$ cat config.mk
export PLATFORM = sky130hd
export DESIGN_NAME = debounce_fsm_amisha
export DESIGN_NICKNAME = d
export VERILOG_FILES = /design/src/rtl/debounce_fsm_amisha.sv
export SDC_FILE = /design/constraint.sdc
export NUM_CORES = 1
export LEC_CHECK = 0
export ABC_AREA = 0
export CORE_AREA = 2 2 39 41
export CTS_CLUSTER_SIZE = 24
export DETAILED_ROUTE_END_ITERATION = 6
export DIE_AREA = 0 0 41 43
export GPL_TIMING_DRIVEN = 0
export HOLD_SLACK_MARGIN = 0.1
export SLEW_MARGIN = 40
export SYNTH_ARGS = -nofsm -noshare
export SYNTH_HDL_FRONTEND = slang
export SYNTH_SLANG_ARGS = --single-unit
$ cat constraint.sdc
create_clock -name clk_amisha -period 1.85 [get_ports clk_amisha]
set_clock_uncertainty 0.1 [all_clocks]
set_input_delay 0.555 -clock clk_amisha [delete_from_list [all_inputs] [get_ports clk_amisha]]
set_output_delay 0.555 -clock clk_amisha [all_outputs]
set_load 0.01 [all_outputs]
$ cat src/rtl/debounce_fsm_amisha.sv
// debounce_fsm_amisha: switch debouncer driven by a periodic sampling tick.
// The raw switch is synchronized, and a new level must stay stable for
// N_TICKS_amisha consecutive ticks before the debounced level follows it.
// One-clock rise/fall pulses mark each accepted change. Aborted attempts
// never produce a pulse.
module debounce_fsm_amisha #(
  parameter int unsigned N_TICKS_amisha = 3,
  parameter int unsigned CNT_W_amisha   = 2
) (
  input  logic clk_amisha,
  input  logic reset_amisha,
  input  logic sw_amisha,
  input  logic m_tick_amisha,
  output logic db_level_amisha,
  output logic db_rise_tick_amisha,
  output logic db_fall_tick_amisha
);

  // Two stable levels, each with a qualifying wait state toward the other level.
  localparam logic [1:0] StZero  = 2'd0;
  localparam logic [1:0] StWait1 = 2'd1;
  localparam logic [1:0] StOne   = 2'd2;
  localparam logic [1:0] StWait0 = 2'd3;

  // Terminal count: the tick seen while cnt holds this value completes a wait.
  localparam logic [CNT_W_amisha-1:0] CntLast = CNT_W_amisha'(N_TICKS_amisha - 1);
  localparam logic [CNT_W_amisha-1:0] CntOne  = CNT_W_amisha'(1);

  logic                    sw_meta_q;
  logic                    sw_s_q;
  logic [1:0]              state_q, state_d;
  logic [CNT_W_amisha-1:0] cnt_q, cnt_d;
  logic                    level_q, level_d;
  logic                    rise_q, rise_d;
  logic                    fall_q, fall_d;
  logic                    last_tick;

  // Two-flop synchronizer. sw_s_q is the only copy of the switch seen by the FSM.
  always_ff @(posedge clk_amisha or posedge reset_amisha) begin
    if (reset_amisha) begin
      sw_meta_q <= 1'b0;
      sw_s_q    <= 1'b0;
    end else begin
      sw_meta_q <= sw_amisha;
      sw_s_q    <= sw_meta_q;
    end
  end

  assign last_tick = m_tick_amisha && (cnt_q == CntLast);

  // Next-state and counter logic. Inside a wait state, an abort takes priority over a tick.
  always_comb begin
    state_d = state_q;
    cnt_d   = cnt_q;
    unique case (state_q)
      StZero: begin
        if (sw_s_q) begin
          state_d = StWait1;
          cnt_d   = '0;
        end
      end
      StWait1: begin
        if (!sw_s_q) begin
          state_d = StZero;
        end else if (last_tick) begin
          state_d = StOne;
        end else if (m_tick_amisha) begin
          cnt_d = cnt_q + CntOne;
        end
      end
      StOne: begin
        if (!sw_s_q) begin
          state_d = StWait0;
          cnt_d   = '0;
        end
      end
      StWait0: begin
        if (sw_s_q) begin
          state_d = StOne;
        end else if (last_tick) begin
          state_d = StZero;
        end else if (m_tick_amisha) begin
          cnt_d = cnt_q + CntOne;
        end
      end
      default: begin
        state_d = StZero;
        cnt_d   = '0;
      end
    endcase
  end

  // Registered outputs come from the next state, so they change on the same edge as the state.
  always_comb begin
    level_d = (state_d == StOne) || (state_d == StWait0);
    rise_d  = (state_q == StWait1) && (state_d == StOne);
    fall_d  = (state_q == StWait0) && (state_d == StZero);
  end

  // FSM state, tick counter and output registers.
  always_ff @(posedge clk_amisha or posedge reset_amisha) begin
    if (reset_amisha) begin
      state_q <= StZero;
      cnt_q   <= '0;
      level_q <= 1'b0;
      rise_q  <= 1'b0;
      fall_q  <= 1'b0;
    end else begin
      state_q <= state_d;
      cnt_q   <= cnt_d;
      level_q <= level_d;
      rise_q  <= rise_d;
      fall_q  <= fall_d;
    end
  end

  assign db_level_amisha     = level_q;
  assign db_rise_tick_amisha = rise_q;
  assign db_fall_tick_amisha = fall_q;

endmodule

; Word-level counts from Yosys, hierarchy flattened
; Index checks and enable logic that the tools add are counted.
[word_totals]
elab_cells = 39
in_bits = 4
regBits = 9
output_inout_bits = 3
[classes]
n_eq_ne = 10
reduce_logical = 7
n_addsub = 1
muxes = 14
[ops]
columns = operator, count
row1 = 2-bit 2-to-1 mux, 12
row2 = 2-bit case mux with 4 select lines, 2
row3 = 2-bit == test (second input constant), 5
row4 = 2-bit != test (second input constant), 4
row5 = 2-bit logical NOT, 2
row6 = 4-bit AND reduction, 1
row7 = 1-bit logical AND, 3
row8 = 2-bit by 1-bit adder with 2-bit output (second input constant), 1
row9 = 2-bit by 1-bit == test with 1-bit output (second input constant), 1
row10 = 1-bit logical OR, 1

; Longest topological paths before layout
[logic_depth]
word_depth = 7
depth_mapped = 5
depth_no_buf = 5

; Worst setup path before layout
; OpenSTA, ideal clock, no wires.
[synth_path]
kind = reg2reg
start = reg cnt_q[0]
end = reg cnt_q[0]
arrival_time_ps = 1163
path_buffers = 0
path_stages_with_launch = 6
required_time_ps = 1671
setup_slack_ps = 508
period_less_slack_ps = 1342
path_cell_list = dfrtp_1 -> inv_1 -> ha_1 -> nand2b_1 -> or3b_1 -> mux2i_1
[synth_between]
elab_chain_len = 5
elab_cells_between_ends = 8
classes_between = add/sub: 1 / eq/ne: 1 / mux: 5 / reduce/logical: 1
[synth_rtl]
columns = item, line
row1 = from (decl), 32  ; logic [CNT_W_amisha-1:0] cnt_q, cnt_d;
row2 = from (signal assigned), 110  ; cnt_q <= cnt_d;
row3 = 2-bit by 1-bit adder with 2-bit output / 2-bit == test (equally long branches), "68, 83, 49"
row4 = 2-bit 2-to-1 mux / 1-bit logical AND (equally long branches), "67, 82, 49"
row5 = 2-bit 2-to-1 mux *, 80  ; end else if (last_tick) begin
row6 = "2-bit 2-to-1 mux, on equally long branches", "78, 63"
row7 = 2-bit case mux with 4 select lines *, 55  ; unique case (state_q)
; Mark *: on every way between the ends. The rest lies on a longest branch, timed or not. The select of a mux whose other input is x is not followed.
; A chain may end at the register's enable or synchronous reset.

; Worst setup path after layout
[layout_path]
start = reg rise_q, in the netlist db_rise_tick_amisha
end = out db_rise_tick_amisha
[layout_lines]
columns = item, line
row1 = from (decl), 34  ; logic rise_q, rise_d;
row2 = from (signal assigned), 112  ; rise_q <= rise_d;
row3 = to (decl), 15  ; output logic db_rise_tick_amisha,
; No word-level cell between the ends.

==> summary.json <==
{
  "die": {
    "floorplan.die.width_um": 41,
    "coreArea_mm2": 0.00138,
    "initial_utilization_pct": 22.3,
    "io-pin-count": 7,
    "die_area_mm2": 0.00176,
    "placement_rows": 14,
    "die-height_um": 43
  },
  "synth": {
    "synth_seq_area_share_pct": 64.8,
    "synthesis.area_per_instance_um2": 13.4,
    "post_synth_inst_count": 23,
    "synthDominantAreaCellType": "sky130_fd_sc_hd__dfrtp_1",
    "synth.distinct_cells": 13,
    "yosys_warnings": 0,
    "flop_and_latch_count_out_of_synthesis": 8,
    "mappedNetlistArea_um2": 309,
    "netlist_top_cells_area": "sky130_fd_sc_hd__dfrtp_1 65%, sky130_fd_sc_hd__nor3b_1 4.9%, sky130_fd_sc_hd__ha_1 4.0%",
    "synthDominantCellAreaShare_pct": 64.8,
    "synth_nets": 28
  },
  "detailed_routing": {
    "number_of_iterations_in_the_first_detailed_routing_pass": 2,
    "met3_length_um": 37,
    "highest-signal-layer": "met3",
    "via_count": 200,
    "met2_wirelength_um": 249,
    "drt.antenna.violating_nets": 0,
    "detail_route.wirelength_um": 465,
    "drcViolationCount": 0,
    "routedLengthMet1_um": 179,
    "first_iter_violations": 1,
    "wl_per_cell_um": 9.69,
    "avgViaCountPerCell": 4.17
  },
  "setup_path": {
    "slowest_stage": "sky130_fd_sc_hd__clkdlybuf4s50_1",
    "crit_family": "buffers and inverters",
    "timing.critical_path.buf_inv": 1,
    "timing.critical_path.required_ns": 1.19,
    "crit_type": "reg -> out",
    "worst-endpoint-arrival_ns": 1.08,
    "worstSetupStartpointType": "register",
    "crit_chain": "clkdlybuf4s50_1",
    "critical_path_peak_fanout": 1,
    "timing.critical_path.to_type": "output pin",
    "critPathMaxStageDelay_ns": 0.52
  },
  "grt": {
    "grt_overflow_total": 0,
    "grt_pass1_vias": 222,
    "antenna_found_initial": 0,
    "largest_net_degree_at_the_start_of_global_routing": 9,
    "wire_length_of_the_first_global_routing_pass_um": 828,
    "track_usage_pct": 7.62
  },
  "place": {
    "place.detailed.instances": 45,
    "final_weighted_congestion_in_routability_driven_placement": 0.584,
    "pre_cts_slack_ns": 0.0493,
    "dpl_cell_area_um2": 389,
    "portBuffers": 6
  },
  "timing": {
    "grt_setup_unrepaired": "false",
    "timing.final.crit_share_pct": 93.7,
    "count_of_final_hold_check_violations": 0,
    "clock.fmax_mhz": 577,
    "drv_slew": 0,
    "setup_total_negative_slack_ns": 0,
    "worst_slew_pin_slew_ns": 0.289,
    "timing.final.ws_setup_ns": 0.117,
    "worst_slew_margin_rel_pct": 80.7,
    "setup_viols_final": 0,
    "post-route-min-period_ns": 1.73
  },
  "clock_network": {
    "clock_sinks": 8,
    "cts_tree": "done",
    "clock-root-buffer": "sky130_fd_sc_hd__clkbuf_4",
    "cts_max_path_buffers": 2,
    "cts.reportedPaths.clkPinSlew_ns": 0.06,
    "postCtsHoldBufs": 0,
    "clkLatencyLatePin_ns": 0.25,
    "tritoncts.num_buffers": 3,
    "cts-htree-levels": 1
  },
  "finish": {
    "antenna_cells": 0,
    "final_stage_net_count": 39,
    "commonest_non_fill_non_tap_cell_in_the_layout": "sky130_fd_sc_hd__dfrtp_1",
    "area.growth.synth_to_final_pct": 32.8,
    "final_cell_area_um2": 410,
    "final_layout_size_suffix_gt1_share_pct": 15.6,
    "instances_no_fill": 48,
    "mostFrequentLayoutCells": "8 x sky130_fd_sc_hd__dfrtp_1, 5 x sky130_fd_sc_hd__clkdlybuf4s50_1, 3 x sky130_fd_sc_hd__inv_1, 3 x sky130_fd_sc_hd__clkbuf_4, 2 x sky130_fd_sc_hd__nor3b_1"
  },
  "status": {
    "outcome": "finished clean"
  },
  "pwr": {
    "post-layout-total-power_uw": 486,
    "power_density_mw_per_mm2": 1180,
    "leakagePower_uw": 0.000189,
    "vdd_drop_max_uv": 528
  },
  "flow_run": {
    "maxCapViolCount": 0
  },
  "min_path": {
    "hold_path_class": "reg -> reg"
  }
}
[sequential cells by signal, indices dropped and copies added, names as in the netlist]
register / count
cnt_q: 2
db_fall_tick_amisha: 1
db_level_amisha: 1
db_rise_tick_amisha: 1
state_q: 1
sw_meta_q: 1
sw_s_q: 1
[metal layers]
metal / vias to the layer above / GRT usage, %
met5: - / 0
met4: 0 / 2.00
met3: 0 / 6.28
met2: 7 / 11.9
met1: 96 / 7.36
li1: 97 / -
[area by class of cell]
class | count | area (µm²)
fill | 140 | 973
sequential | 8 | 200
multi-input combinational | 12 | 97.6
timing repair buffer | 6 | 58.8
clock buffer | 3 | 22.5
tap | 16 | 20.0
inverter | 3 | 11.3
[stage by stage]
stage               utilization [%]  hold slack [ns]
detailed placement             28.1            0.255
CTS                            29.7            0.254
global placement               28.1            0.242
global route                   29.7            0.263
finish                         29.7            0.248
floorplan                         -            0.231
[where the power goes]
part	total, µW	leakage, µW	internal, µW	switching (µW)
sequential	238	0.000102	211	26.6
clock	126	0.0000138	73.8	52.6
combinational	122	0.0000725	68.5	53.1
[cell families after synthesis]
kind of cell | Yosys count | synth area share (%)
AOI/OAI and AO/OA | 2 | 3.64
xor gates and xnor gates | 1 | 2.83
adders and majority gates | 1 | 4.05
buffers and inverters | 3 | 3.64
DFF | 8 | 64.8
muxes | 2 | 6.88
and+or+nand+nor | 6 | 14.2
[synth_stat cells]
library cell / n
sky130_fd_sc_hd__or3b_1: 1
sky130_fd_sc_hd__dfrtp_1: 8
sky130_fd_sc_hd__nand2b_1: 1
sky130_fd_sc_hd__mux2i_1: 1
sky130_fd_sc_hd__ha_1: 1
sky130_fd_sc_hd__nand3_1: 1
sky130_fd_sc_hd__and2b_2: 1
sky130_fd_sc_hd__o22ai_1: 1
sky130_fd_sc_hd__xnor2_1: 1
sky130_fd_sc_hd__a21oi_1: 1
sky130_fd_sc_hd__mux2_2: 1
sky130_fd_sc_hd__inv_1: 3
sky130_fd_sc_hd__nor3b_1: 2
[final timing paths]
path / start / end / slack, ns / depth (start not counted)
setup reg to reg: cnt_q[0] / cnt_q[1] / 0.42 / 5
min in group asynchronous: reset_amisha / sw_s_q / 0.44 / 2
hold / removal: sw_meta_q / sw_s_q / 0.25 / 0
hold reg to reg: sw_meta_q / sw_s_q / 0.25 / 0
max in group asynchronous: reset_amisha / db_rise_tick_amisha / 0.97 / 2
setup / recovery: db_rise_tick_amisha / db_rise_tick_amisha / 0.12 / 1
[what timing repair did]
| item | in CTS | in global routing |
|---|---|---|
| endpoints found under the hold margin | 0 | 0 |
| buffers inserted | 0 | 0 |
| endpoints found under the setup margin | 1 | 0 |
| gates resized for setup | 1 | 0 |
No activity file was read; power rests on OpenSTA's default activity.
